[config.mk]
export PLATFORM = sky130hd
export DESIGN_NAME = imem_boot_loader_flat
export DESIGN_NICKNAME = d
export VERILOG_FILES = /design/src/rtl/imem_boot_loader_if.sv /design/src/rtl/imem_boot_loader.sv /design/src/flat_wrapper.sv
export SDC_FILE = /design/constraint.sdc
export NUM_CORES = 1
export LEC_CHECK = 0
export CORE_MARGIN = 2
export CORE_UTILIZATION = 25
export DETAILED_ROUTE_END_ITERATION = 12
export REMOVE_ABC_BUFFERS = 1
export SETUP_SLACK_MARGIN = 0.5
export SLEW_MARGIN = 20
export SYNTH_ARGS = -nofsm -noshare
export SYNTH_HDL_FRONTEND = slang
export SYNTH_SLANG_ARGS = --single-unit
[constraint.sdc]
create_clock -name CLK -period 4.74 [get_ports CLK]
set_clock_uncertainty 0.2 [all_clocks]
set_input_delay 0.474 -clock CLK [delete_from_list [all_inputs] [get_ports CLK]]
set_output_delay 0.474 -clock CLK [all_outputs]
set_load 0.1 [all_outputs]
[src/rtl/imem_boot_loader_if.sv]
// Instruction stream handshake between a program source and imem_boot_loader.
// The master drives words with S_VALID/S_DATA and the loader accepts them through S_READY.
interface imem_boot_loader_if #(
    parameter int DATA_W = 32
);
    logic              S_VALID;
    logic [DATA_W-1:0] S_DATA;
    logic              S_READY;

    modport master (
        output S_VALID,
        output S_DATA,
        input  S_READY
    );

    modport slave (
        input  S_VALID,
        input  S_DATA,
        output S_READY
    );
endinterface

[src/rtl/imem_boot_loader.sv]
// Streams machine-code words into instruction memory and holds the CPU in reset until the load settles.
// Optional macro IMEM_ZERO_FILL_EN: pad the memory above the program with nops before releasing the CPU.
//
// state | meaning
// IDLE  | after reset, CPU held in reset, waiting for LOAD_START
// LOAD  | accepting stream words, one write per accepted word
// FILL  | (IMEM_ZERO_FILL_EN only) writing zeros from LOAD_LEN up to the top of memory
// HOLD  | CPU still in reset for RESET_HOLD cycles after the last write
// RUN   | CPU released; a legal LOAD_START reloads
module imem_boot_loader #(
    parameter int ADDR_W     = 6,
    parameter int DATA_W     = 32,
    parameter int RESET_HOLD = 4
) (
    input  logic                CLK,
    input  logic                RST,
    input  logic                LOAD_START,
    input  logic [ADDR_W:0]     LOAD_LEN,
    imem_boot_loader_if.slave   s_if,
    output logic                IMEM_WE,
    output logic [ADDR_W-1:0]   IMEM_ADDR,
    output logic [DATA_W-1:0]   IMEM_WDATA,
    output logic                CPU_RSTn,
    output logic                BUSY,
    output logic                DONE,
    output logic                ERR
);
    localparam logic [ADDR_W:0] DEPTH  = {1'b1, {ADDR_W{1'b0}}};
    localparam logic [ADDR_W:0] ONE    = {{ADDR_W{1'b0}}, 1'b1};
    localparam int              HOLD_W = (RESET_HOLD > 1) ? $clog2(RESET_HOLD) : 1;
    localparam logic [HOLD_W-1:0] HOLD_INIT = HOLD_W'(RESET_HOLD - 1);
    localparam logic [HOLD_W-1:0] HOLD_ONE  = HOLD_W'(1);

    typedef enum logic [2:0] {
        ST_IDLE = 3'd0,
        ST_LOAD = 3'd1,
`ifdef IMEM_ZERO_FILL_EN
        ST_FILL = 3'd2,
`endif
        ST_HOLD = 3'd3,
        ST_RUN  = 3'd4
    } state_t;

    state_t              state_q, state_d;
    logic [ADDR_W:0]     cnt_q, cnt_d;
    logic [ADDR_W:0]     len_q, len_d;
    logic [HOLD_W-1:0]   hold_q, hold_d;
    logic                we_q, we_d;
    logic [ADDR_W-1:0]   addr_q, addr_d;
    logic [DATA_W-1:0]   wdata_q, wdata_d;
    logic                cpu_rstn_q, cpu_rstn_d;
    logic                busy_q, busy_d;
    logic                done_q, done_d;
    logic                err_q, err_d;
    logic [ADDR_W:0]     cnt_inc;
    logic                len_ok;

    assign cnt_inc = cnt_q + ONE;
    assign len_ok  = (LOAD_LEN != '0) && (LOAD_LEN <= DEPTH);

    always_comb begin
        state_d    = state_q;
        cnt_d      = cnt_q;
        len_d      = len_q;
        hold_d     = hold_q;
        we_d       = 1'b0;
        addr_d     = addr_q;
        wdata_d    = wdata_q;
        cpu_rstn_d = cpu_rstn_q;
        done_d     = 1'b0;
        err_d      = 1'b0;
        case (state_q)
            ST_IDLE, ST_RUN: begin
                if (LOAD_START) begin
                    if (len_ok) begin
                        state_d    = ST_LOAD;
                        cnt_d      = '0;
                        len_d      = LOAD_LEN;
                        cpu_rstn_d = 1'b0;
                    end else begin
                        err_d = 1'b1;
                    end
                end
            end
            ST_LOAD: begin
                if (s_if.S_VALID) begin
                    we_d    = 1'b1;
                    addr_d  = cnt_q[ADDR_W-1:0];
                    wdata_d = s_if.S_DATA;
                    cnt_d   = cnt_inc;
                    if (cnt_inc == len_q) begin
`ifdef IMEM_ZERO_FILL_EN
                        if (len_q != DEPTH) begin
                            state_d = ST_FILL;
                        end else begin
                            state_d = ST_HOLD;
                            hold_d  = HOLD_INIT;
                        end
`else
                        state_d = ST_HOLD;
                        hold_d  = HOLD_INIT;
`endif
                    end
                end
            end
`ifdef IMEM_ZERO_FILL_EN
            ST_FILL: begin
                we_d    = 1'b1;
                addr_d  = cnt_q[ADDR_W-1:0];
                wdata_d = '0;
                cnt_d   = cnt_inc;
                if (cnt_inc == DEPTH) begin
                    state_d = ST_HOLD;
                    hold_d  = HOLD_INIT;
                end
            end
`endif
            ST_HOLD: begin
                // hold counter is loaded on entry, so HOLD lasts exactly RESET_HOLD cycles
                if (hold_q == '0) begin
                    state_d    = ST_RUN;
                    cpu_rstn_d = 1'b1;
                    done_d     = 1'b1;
                end else begin
                    hold_d = hold_q - HOLD_ONE;
                end
            end
            default: state_d = ST_IDLE;
        endcase
        busy_d = (state_d != ST_IDLE) && (state_d != ST_RUN);
    end

    always_ff @(posedge CLK) begin
        if (RST) begin
            state_q    <= ST_IDLE;
            cnt_q      <= '0;
            len_q      <= '0;
            hold_q     <= '0;
            we_q       <= 1'b0;
            addr_q     <= '0;
            wdata_q    <= '0;
            cpu_rstn_q <= 1'b0;
            busy_q     <= 1'b0;
            done_q     <= 1'b0;
            err_q      <= 1'b0;
        end else begin
            state_q    <= state_d;
            cnt_q      <= cnt_d;
            len_q      <= len_d;
            hold_q     <= hold_d;
            we_q       <= we_d;
            addr_q     <= addr_d;
            wdata_q    <= wdata_d;
            cpu_rstn_q <= cpu_rstn_d;
            busy_q     <= busy_d;
            done_q     <= done_d;
            err_q      <= err_d;
        end
    end

    assign s_if.S_READY = (state_q == ST_LOAD);
    assign IMEM_WE      = we_q;
    assign IMEM_ADDR    = addr_q;
    assign IMEM_WDATA   = wdata_q;
    assign CPU_RSTn     = cpu_rstn_q;
    assign BUSY         = busy_q;
    assign DONE         = done_q;
    assign ERR          = err_q;
endmodule
[src/flat_wrapper.sv]
// flat-port wrapper written by rule: the top's interface ports become plain ports
module imem_boot_loader_flat 
#(
    parameter int ADDR_W     = 6,
    parameter int DATA_W     = 32,
    parameter int RESET_HOLD = 4
)
  (CLK, RST, LOAD_START, LOAD_LEN, IMEM_WE, IMEM_ADDR, IMEM_WDATA, CPU_RSTn, BUSY, DONE, ERR, s_if_S_VALID, s_if_S_DATA, s_if_S_READY);
  imem_boot_loader_if #(.DATA_W(DATA_W)) s_if_i ();
  input  logic CLK;
  input  logic RST;
  input  logic LOAD_START;
  input  logic [ADDR_W:0] LOAD_LEN;
  output logic IMEM_WE;
  output logic [ADDR_W-1:0] IMEM_ADDR;
  output logic [DATA_W-1:0] IMEM_WDATA;
  output logic CPU_RSTn;
  output logic BUSY;
  output logic DONE;
  output logic ERR;
  input wire logic [$bits(s_if_i.S_VALID)-1:0] s_if_S_VALID;
  input wire logic [$bits(s_if_i.S_DATA)-1:0] s_if_S_DATA;
  output wire logic [$bits(s_if_i.S_READY)-1:0] s_if_S_READY;
  assign s_if_i.S_VALID = s_if_S_VALID;
  assign s_if_i.S_DATA = s_if_S_DATA;
  assign s_if_S_READY = s_if_i.S_READY;
  imem_boot_loader #(.ADDR_W(ADDR_W), .DATA_W(DATA_W), .RESET_HOLD(RESET_HOLD)) u_core (.CLK(CLK), .RST(RST), .LOAD_START(LOAD_START), .LOAD_LEN(LOAD_LEN), .s_if(s_if_i), .IMEM_WE(IMEM_WE), .IMEM_ADDR(IMEM_ADDR), .IMEM_WDATA(IMEM_WDATA), .CPU_RSTn(CPU_RSTn), .BUSY(BUSY), .DONE(DONE), .ERR(ERR));
endmodule
* Yosys cells after proc, flatten, opt, wreduce, memory -nomap -nowiden
Cells that the tools add are included.
** Storage, ports and cells
- Output and inout port bits :: 44
- Input bits :: 43
- Bits in registers :: 62
- Logic and storage cells :: 68
** Cells by class
- Multiplexer cells :: 21
- Bitwise logic cells :: 4
- $add $sub $neg :: 2
- $lt $le $gt $ge :: 1
- Reductions and logical operators :: 18
- Equality and inequality tests :: 11
** Operators with widths (number)
- $mux 7 :: 3
- $mux 3 :: 5
- $pmux 7 s2 :: 1
- $reduce_and 4->1 :: 3
- $pmux 3 s3 :: 1
- $add 7x1->7 const B :: 1
- $eq 7x7->1 :: 1
- $le 7x7->1 const B :: 1
- $reduce_bool 7->1 :: 1
- $mux 1 :: 6
- $mux 2 :: 3
- $ne 2x1->1 const B :: 3
- $ne 2x2->1 const B :: 3
- $reduce_bool 2->1 :: 3
- $reduce_or 2->1 :: 3
- $not 1->1 :: 4
- $pmux 2 s2 :: 1
- $eq 3x1->1 const B :: 1
- $eq 3x2->1 const B :: 1
- $eq 3x3->1 const B :: 1
- $logic_not 3->1 :: 1
- $ne 3x3->1 const B :: 1
- $reduce_and 3->1 :: 1
- $reduce_bool 3->1 :: 1
- 6 further kinds :: 7

* Depth between registers and ports, before layout
Gate-level depths: netlist (run 1).
- Depth in word-level cells :: 7
- Gate-level depth with buffers :: 8
- Depth with buffers taken out :: 7

* Worst setup path after synthesis (run 1)
Ideal clock, no wire load.
- Path type :: flip-flop to output port
- From :: register u_core.state_q[2]
- To :: output port s_if_S_READY
- Cell stages (with the launch flop) :: 3
- Buffers on the path :: 0
- Data required time :: 4.066 ns
- Setup slack :: 2.300 ns
- Arrival time :: 1.766 ns
- Path through :: dfxtp_1 nand2b_1 nor2_1
** Between the ends
- Cells in the longest elaborated chain, start to end :: 1
** Ends and longest elaborated chain
- start: declaration :: RTL line imem_boot_loader.sv:44 : state_t state_q, state_d;
- start signal: assignment :: RTL line imem_boot_loader.sv:147 : state_q <= state_d;
- $eq 3x1->1 :: RTL line imem_boot_loader.sv:161 : assign s_if.S_READY = (state_q == ST_LOAD);
- end: declaration :: RTL line flat_wrapper.sv:23 : output wire logic [$bits(s_if_i.S_READY)-1:0] s_if_S_READY;
No other way between the ends.

* Worst setup path after layout (run 1)
Same ends and word-level chain as after synthesis.

==> results of run 1 <==
layout by cell type, fill, tap and decap left out, drive strengths merged, types with 2 or more instances in the layout:
master | Yosys | final
inv | 4 | 4
xnor2 | 5 | 5
clkbuf | 15 | 13
o22ai | 2 | 2
o21ai | 10 | 10
and2 | 3 | 3
nand3 | 4 | 4
a21oi | 51 | 51
ha | 2 | 2
mux2i | 6 | 6
a31oi | 5 | 5
bufinv | 0 | 2
xor2 | 3 | 3
clkdlybuf4s50 | 0 | 85
nand2 | 90 | 90
nor2 | 20 | 20
nor3 | 7 | 7
nor2b | 4 | 4
a311oi | 2 | 2
nand2b | 3 | 3
buf | 4 | 3
dfxtp | 62 | 62
logic make-up after synthesis:
family	Yosys count	synth area share [%]
buffers and inverters	23	3.60
adder cells (fa/ha/maj)	3	1.40
AO/OA/AOI/OAI	76	16.6
XOR/XNOR	8	2.80
flip-flops	62	49.6
AND/OR/NAND/NOR	136	23.2
multiplexers	7	2.85
metal layers:
layer  up-vias  track usage, %
li1       1215               -
met4         0            4.73
met1      1071            14.4
met3         5            3.26
met2        47            21.3
met5         -               0
flip-flops by register name (all words and copies together) (netlist names):
signal,flops
u_core.CPU_RSTn,1
u_core.hold_q,2
u_core.IMEM_WDATA,32
u_core.cnt_q,7
u_core.IMEM_ADDR,6
u_core.len_q,7
u_core.DONE,1
u_core.ERR,1
u_core.BUSY,1
u_core.state_q,3
u_core.IMEM_WE,1
power by group through the flow:
stage	sequential (mW)	clock, mW	combinational [mW]
after global routing	0.547	0.586	0.214
after floorplan	0.633	0	0.0475
after CTS	0.545	0.560	0.204
after detailed placement	0.557	0	0.203
after global placement	0.557	0	0.202
final	0.545	0.541	0.201
through the flow:
stage	total power, mW	cells	utilization [%]
final	1.29	533	38.1
after global routing	1.35	533	38.1
after CTS	1.31	533	38.1
after detailed placement	0.760	517	35.6
after global placement	0.758	517	35.6
after floorplan	0.680	296	-
worst max-delay path, delay by kind of cell (launching register included):
family	cells	cell delay (ps)
buf+inv	1	1160
simple gates	2	340
flops	1	320
worst max-delay path by stage:
stage,depth (start not counted),to,start,slack [ps]
2_1_floorplan,2,s_if_S_READY,u_core.state_q[2],2300
6_report,3,s_if_S_READY,u_core.state_q[2],1910
3_3_place_gp,7,u_core.cnt_q[2],LOAD_LEN[2],1900
4_1_cts,3,s_if_S_READY,u_core.state_q[2],1880
5_1_grt,3,s_if_S_READY,u_core.state_q[2],1830
3_5_place_dp,7,u_core.len_q[5],LOAD_LEN[2],1810
layout make-up:
class                      instances  area [um2]
clock buffer                      13         169
clock inverter                     3        65.1
fill                            1007        6030
inverter                           4        15.0
multi-input combinational        230        1170
sequential                        62        1240
tap                              133         166
timing repair buffer              88         871
==> metrics.md, run 1 <==
| Metric | Value |
|---|---|
| Synth async-reset ratio | 0% |
| Post-Layout Inst Area | 3700 um2 |
| Endpoints failing hold | 0 |
| Fin crit period | 2830 ps |
| RR Endpoint | u_core.hold_q[1] |
| Critical path required time | 4070 ps |
| Clk pwr share | 42.0% |
| Die Wd | 104 um |
| Initial antenna violation count | 0 |
| Met2 Wirelength | 3.20 mm |
| Num CTS Buffers | 9 |
| Reg2Reg Setup Slack | 2500 ps |
| Status | complete, no violations |
| Hold Path Depth | 2 |
| Synth Cell Area | 2500 um2 |
| ANT nets after route | 0 |
| Synth area leader | dfxtp_1 |
| Worst Tran Pin Value | 1010 ps |
| Slowest cell on the critical path | clkdlybuf4s50_1 |
| Crit path cell chain | nand2b_1, nor2_1, clkdlybuf4s50_1 |
| CP endpoint kind | primary output |
| Skew-Pair Late Insertion Delay | 330 ps |
| Fin. max-slew vios | 0 |
| R2R depth | 7 |
| Total of max-cap violations | 0 |
| Crit path kind | flip-flop to primary output |
| H-tree depth | 3 |
| Clock Path Buffers | 2 |
| Hold path endpoint | u_core.IMEM_WDATA[17] |
| Mapped Cells | 315 |
| Worst min path class | flip-flop to flip-flop |
| First-pass GRT wire length | 11.0 mm |
| Fraction of layout cells with a size suffix above 1 | 5.50% |
| Fin crit share | 59.7% |
| Hold path startpoint | u_core.IMEM_WDATA[17] |
| Ranking of synthesized cells by area | dfxtp_1, nand2_1, a21oi_1 |
| Final WS setup | 1910 ps |
| FP Rows | 36 |
| I/O Pins | 87 |
| Met1 WL | 2.94 mm |
| Top-count cell post-synth | nand2_1 |
| Final setup vio count | 0 |
| Clk root buf | clkbuf_8 |
| Final nets | 440 |
| RSZ-0062 raised after global routing | false |
| P_sw | 345 uW |
| CP Data Arrival Time | 2150 ps |
| Core ar. | 9730 um2 |
| Post-CTS setup buffers | 0 |
| PostCTS Resize Cnt | 0 |
| Hpwl dp | 4.38 mm |
| TritonCTS clock tree | done |
| Routed vias/inst | 4.39 |
| Crit path launch type | flip-flop |
| Ant diodes | 0 |
| Yosys top cell area share | 49.6% |
| Primary FF master, synth | dfxtp_1 |
| Global Route Usage Sum | 12.3% |
| Slew HR | 32.8% |
| Vias in the first global route | 2303 |
| DRT Pass-1 Iters | 6 |
| Placement Setup Slack | 1810 ps |
| Clock sink count | 62 |
| CTS Hold Buffers Added | 0 |
| Total negative slack | 0 ps |
| Post-synth EDFFs | 0 |
| Comb power frac | 15.6% |
| FF+latch count, synth | 62 |
| Unique masters post-synth | 35 |
| DRT Wirelength | 6.48 mm |
| Leak pwr | 1.32 nW |
| Syn-to-layout area delta | 47.8% |
| Syn_area_per_cell | 7.95 um2 |
| Input/output buffers | 86 |
| Topmost layer with routed signal wires | met4 |
| Largest net degree at the start of global routing | 60 |
| Maximum VDD drop | 0.127 mV |
| Crit Reg-Reg Startpoint | u_core.cnt_q[0] |
| CP peak stage delay | 1160 ps |
| Yosys Warn Count | 0 |
| Final hold slack | 253 ps |
| Seq pwr share | 42.3% |
| Register area share after synthesis | 49.6% |
| Fmax | 0.353 GHz |
| CP Max Fanout | 4 |
| DR WL met3 | 252 um |
| Per-cell routed wire length | 12.2 um |
| List of most frequent post-synthesis cells | nand2_1, dfxtp_1, a21oi_1 |
| Die height | 104 um |
| Drt initial violations | 81 |
| Int Pwr | 943 uW |
| Die ar. | 10800 um2 |
| Clock transition at path regs | 70 ps |
| DRC violations left | 0 |
| PwrDens | 348 nW/um2 |
| DP Area | 3470 um2 |
| Remaining Overflow, GRT | 0 |
| Routed vias | 2338 |
| Switching Fraction | 26.8% |
| Initial Utilization | 25.7% |
| RePlAce Congestion | 0.770 |
Note: power is estimated with default switching activity, not from simulation.
==> inputs of run 2 (changes only) <==
Clock period 4.74 ns to 2.8 ns, I/O delays scaled along.
==> run 2 against run 1 <==
Against the previous run: wire length grew 3.9%; register-to-register slack got worse by 1800 ps; clock power up 60%; final cell count rose by 0.75%; cell area down 2.5%; flip-flop and latch count unchanged; via count rose by 0.26%; sequential share of layout area increased by 0.85 points; utilization is 0.94 points lower; die area unchanged; first-iteration DRC count up 3.7%; critical path type is now input port to flip-flop.
==> metrics.md, run 2 (synthesis gave the netlist of run 1 again) <==
| Metric | Value |
|---|---|
| Status | complete, no violations |
| Syn-to-layout area delta | 44.2% |
| Commonest non-fill, non-tap cells in the layout | nand2_1, dfxtp_1, a21oi_1 |
| Core ar. | 9730 um2 (unchanged) |
| Global Route Usage Sum | 12.7% (+0.37 points) |
| Drt initial violations | 84 (+3.7%) |
| Crit Reg-Reg Startpoint | u_core.cnt_q[0] |
| Input/output buffers | 86 (unchanged) |
| Final hold slack | 105 ps (-149 ps) |
| Non-Filler Instances | 537 (+0.75%) |
| Reg2Reg Setup Slack | 700 ps (-1800 ps) |
| Total of max-cap violations | 0 (unchanged) |
| Leak pwr | 1.42 nW (+7.6%) |
| PwrDens | 591 nW/um2 (+70%) |
| Slowest cell on the critical path | or4_4 |
| Routed vias/inst | 4.36 (-0.49%) |
| Hold Path Depth | 2 (unchanged) |
| Fin. max-slew vios | 0 (unchanged) |
| Skew-Pair Late Insertion Delay | 330 ps (about the same) |
| ANT nets after route | 0 (unchanged) |
| Routed vias | 2344 (+0.26%) |
| Clk root buf | clkbuf_8 |
| Largest net degree at the start of global routing | 46 (-23%) |
| CP Data Arrival Time | 2110 ps (-40 ps) |
| Crit path cell chain | clkdlybuf4s50_1, or4_4, nor3_4, xnor2_2, nand2_1, buf_4, a21oi_1, nor3_1 |
| TritonCTS clock tree | done |
| RePlAce Congestion | 0.752 (-2.3%) |
| Hpwl dp | 4.67 mm (+6.6%) |
| Most common cell after layout, fill and taps aside | nand2_1 |
| RR Endpoint | u_core.hold_q[1] |
| Initial antenna violation count | 0 (unchanged) |
| Die ar. | 10800 um2 (unchanged) |
| FP Rows | 36 (unchanged) |
| Topmost layer with routed signal wires | met4 |
| Max reg flops | 32 (unchanged) |
| Met2 Wirelength | 3.31 mm (+3.4%) |
| Ant diodes | 0 (unchanged) |
| Slew HR | 59.9% (+27 points) |
| R2R depth | 7 (unchanged) |
| Crit path kind | input port to flip-flop |
| First-pass GRT wire length | 11.1 mm (+1.3%) |
| Crit. Startpoint | LOAD_LEN[2] |
| Clock sink count | 62 (unchanged) |
| CP endpoint kind | flip-flop |
| RSZ-0062 raised after global routing | false |
| DRT Pass-1 Iters | 4 (-2) |
| CP peak stage delay | 550 ps (-610 ps) |
| Worst setup endpoint | u_core.cnt_q[2] |
| Critical path required time | 2800 ps (-1270 ps) |
| Per-cell routed wire length | 12.5 um (+3.1%) |
| H-tree depth | 3 (unchanged) |
| Worst Tran Pin Value | 601 ps (-405 ps) |
| Final nets | 444 (+0.91%) |
| Clock transition at path regs | 70 ps (about the same) |
| Maximum VDD drop | 0.251 mV (+98%) |
| Die height | 104 um (unchanged) |
| Die Wd | 104 um (unchanged) |
| Num CTS Buffers | 9 (unchanged) |
| CP Max Fanout | 8 (+4) |
| Worst min path class | input port to flip-flop |
| Fin crit period | 2110 ps |
| Fraction of layout cells with a size suffix above 1 | 17.3% (+12 points) |
| DRC violations left | 0 (unchanged) |
| Final setup vio count | 0 (unchanged) |
| I/O Pins | 87 (unchanged) |
| Clock Path Buffers | 2 (unchanged) |
| DRT Wirelength | 6.73 mm (+3.9%) |
| Remaining Overflow, GRT | 0 (unchanged) |
| Initial Utilization | 25.7% (unchanged) |
| Total negative slack | 0 ps (unchanged) |
| Met1 WL | 3.03 mm (+3.0%) |
| CTS Hold Buffers Added | 0 (unchanged) |
| Vias in the first global route | 2336 (+1.4%) |
| DR WL met3 | 261 um (+3.6%) |
| Placed Cells | 521 (+0.77%) |
| Fin crit share | 75.3% |
| Post-CTS setup buffers | 0 (unchanged) |
| Crit path launch type | input port |
| Endpoints failing hold | 0 (unchanged) |
| Fmax | 0.474 GHz |
==> run 2: power breakdown <==
group	leakage (nW)	internal (mW)	switching (mW)	total, mW
sequential	0.503	0.908	0.0166	0.924
combinational	0.810	0.113	0.228	0.341
clock	0.110	0.524	0.345	0.868
==> run 2: cell type report <==
cell class	instances	area (um2)
multi-input combinational	230	1180
fill	1029	6120
inverter	4	15.0
sequential	62	1240
timing repair buffer	92	791
tap	133	166
clock inverter	4	70.1
clock buffer	12	145
==> run 2: metal layers <==
metal / GRT usage, % / up-vias
li1: - / 1223
met1: 14.7 / 1063
met2: 22.3 / 48
met3: 2.63 / 10
met4: 5.79 / 0
met5: 0 / -
==> run 2: repair_timing <==
item                                    CTS  global route
endpoints found under the setup margin    0             4
gates resized for setup                   0             2
endpoints found under the hold margin     0             0
==> run 2: critical path, delay by kind of cell <==
family                    cells  cell delay, ps
AOI/OAI and AO/OA             1             150
xor gates and xnor gates      1             170
buffers and inverters         2             610
and+or+nand+nor               4             900
==> run 2: worst min path at each step <==
| stage | from | end | slack [ps] |
|---|---|---|---|
| 3_3_place_gp | u_core.IMEM_WDATA[21] | u_core.IMEM_WDATA[21] | 240 |
| 5_1_grt | RST | u_core.state_q[2] | 100 |
| 6_report | RST | u_core.len_q[5] | 100 |
| 4_1_cts | RST | u_core.state_q[2] | 80 |
| 3_5_place_dp | u_core.IMEM_WDATA[20] | u_core.IMEM_WDATA[20] | 250 |
| 2_1_floorplan | RST | u_core.BUSY | 150 |
==> run 2: metrics by stage <==
step	power, mW	cell area [um2]	util (%)	setup slack [ps]
floorplan	1.15	2430	-	477
global placement	1.28	3390	34.8	338
finish	2.13	3610	37.1	692
global route	2.23	3610	37.1	515
detailed placement	1.29	3390	34.8	287
CTS	2.17	3600	37.0	596
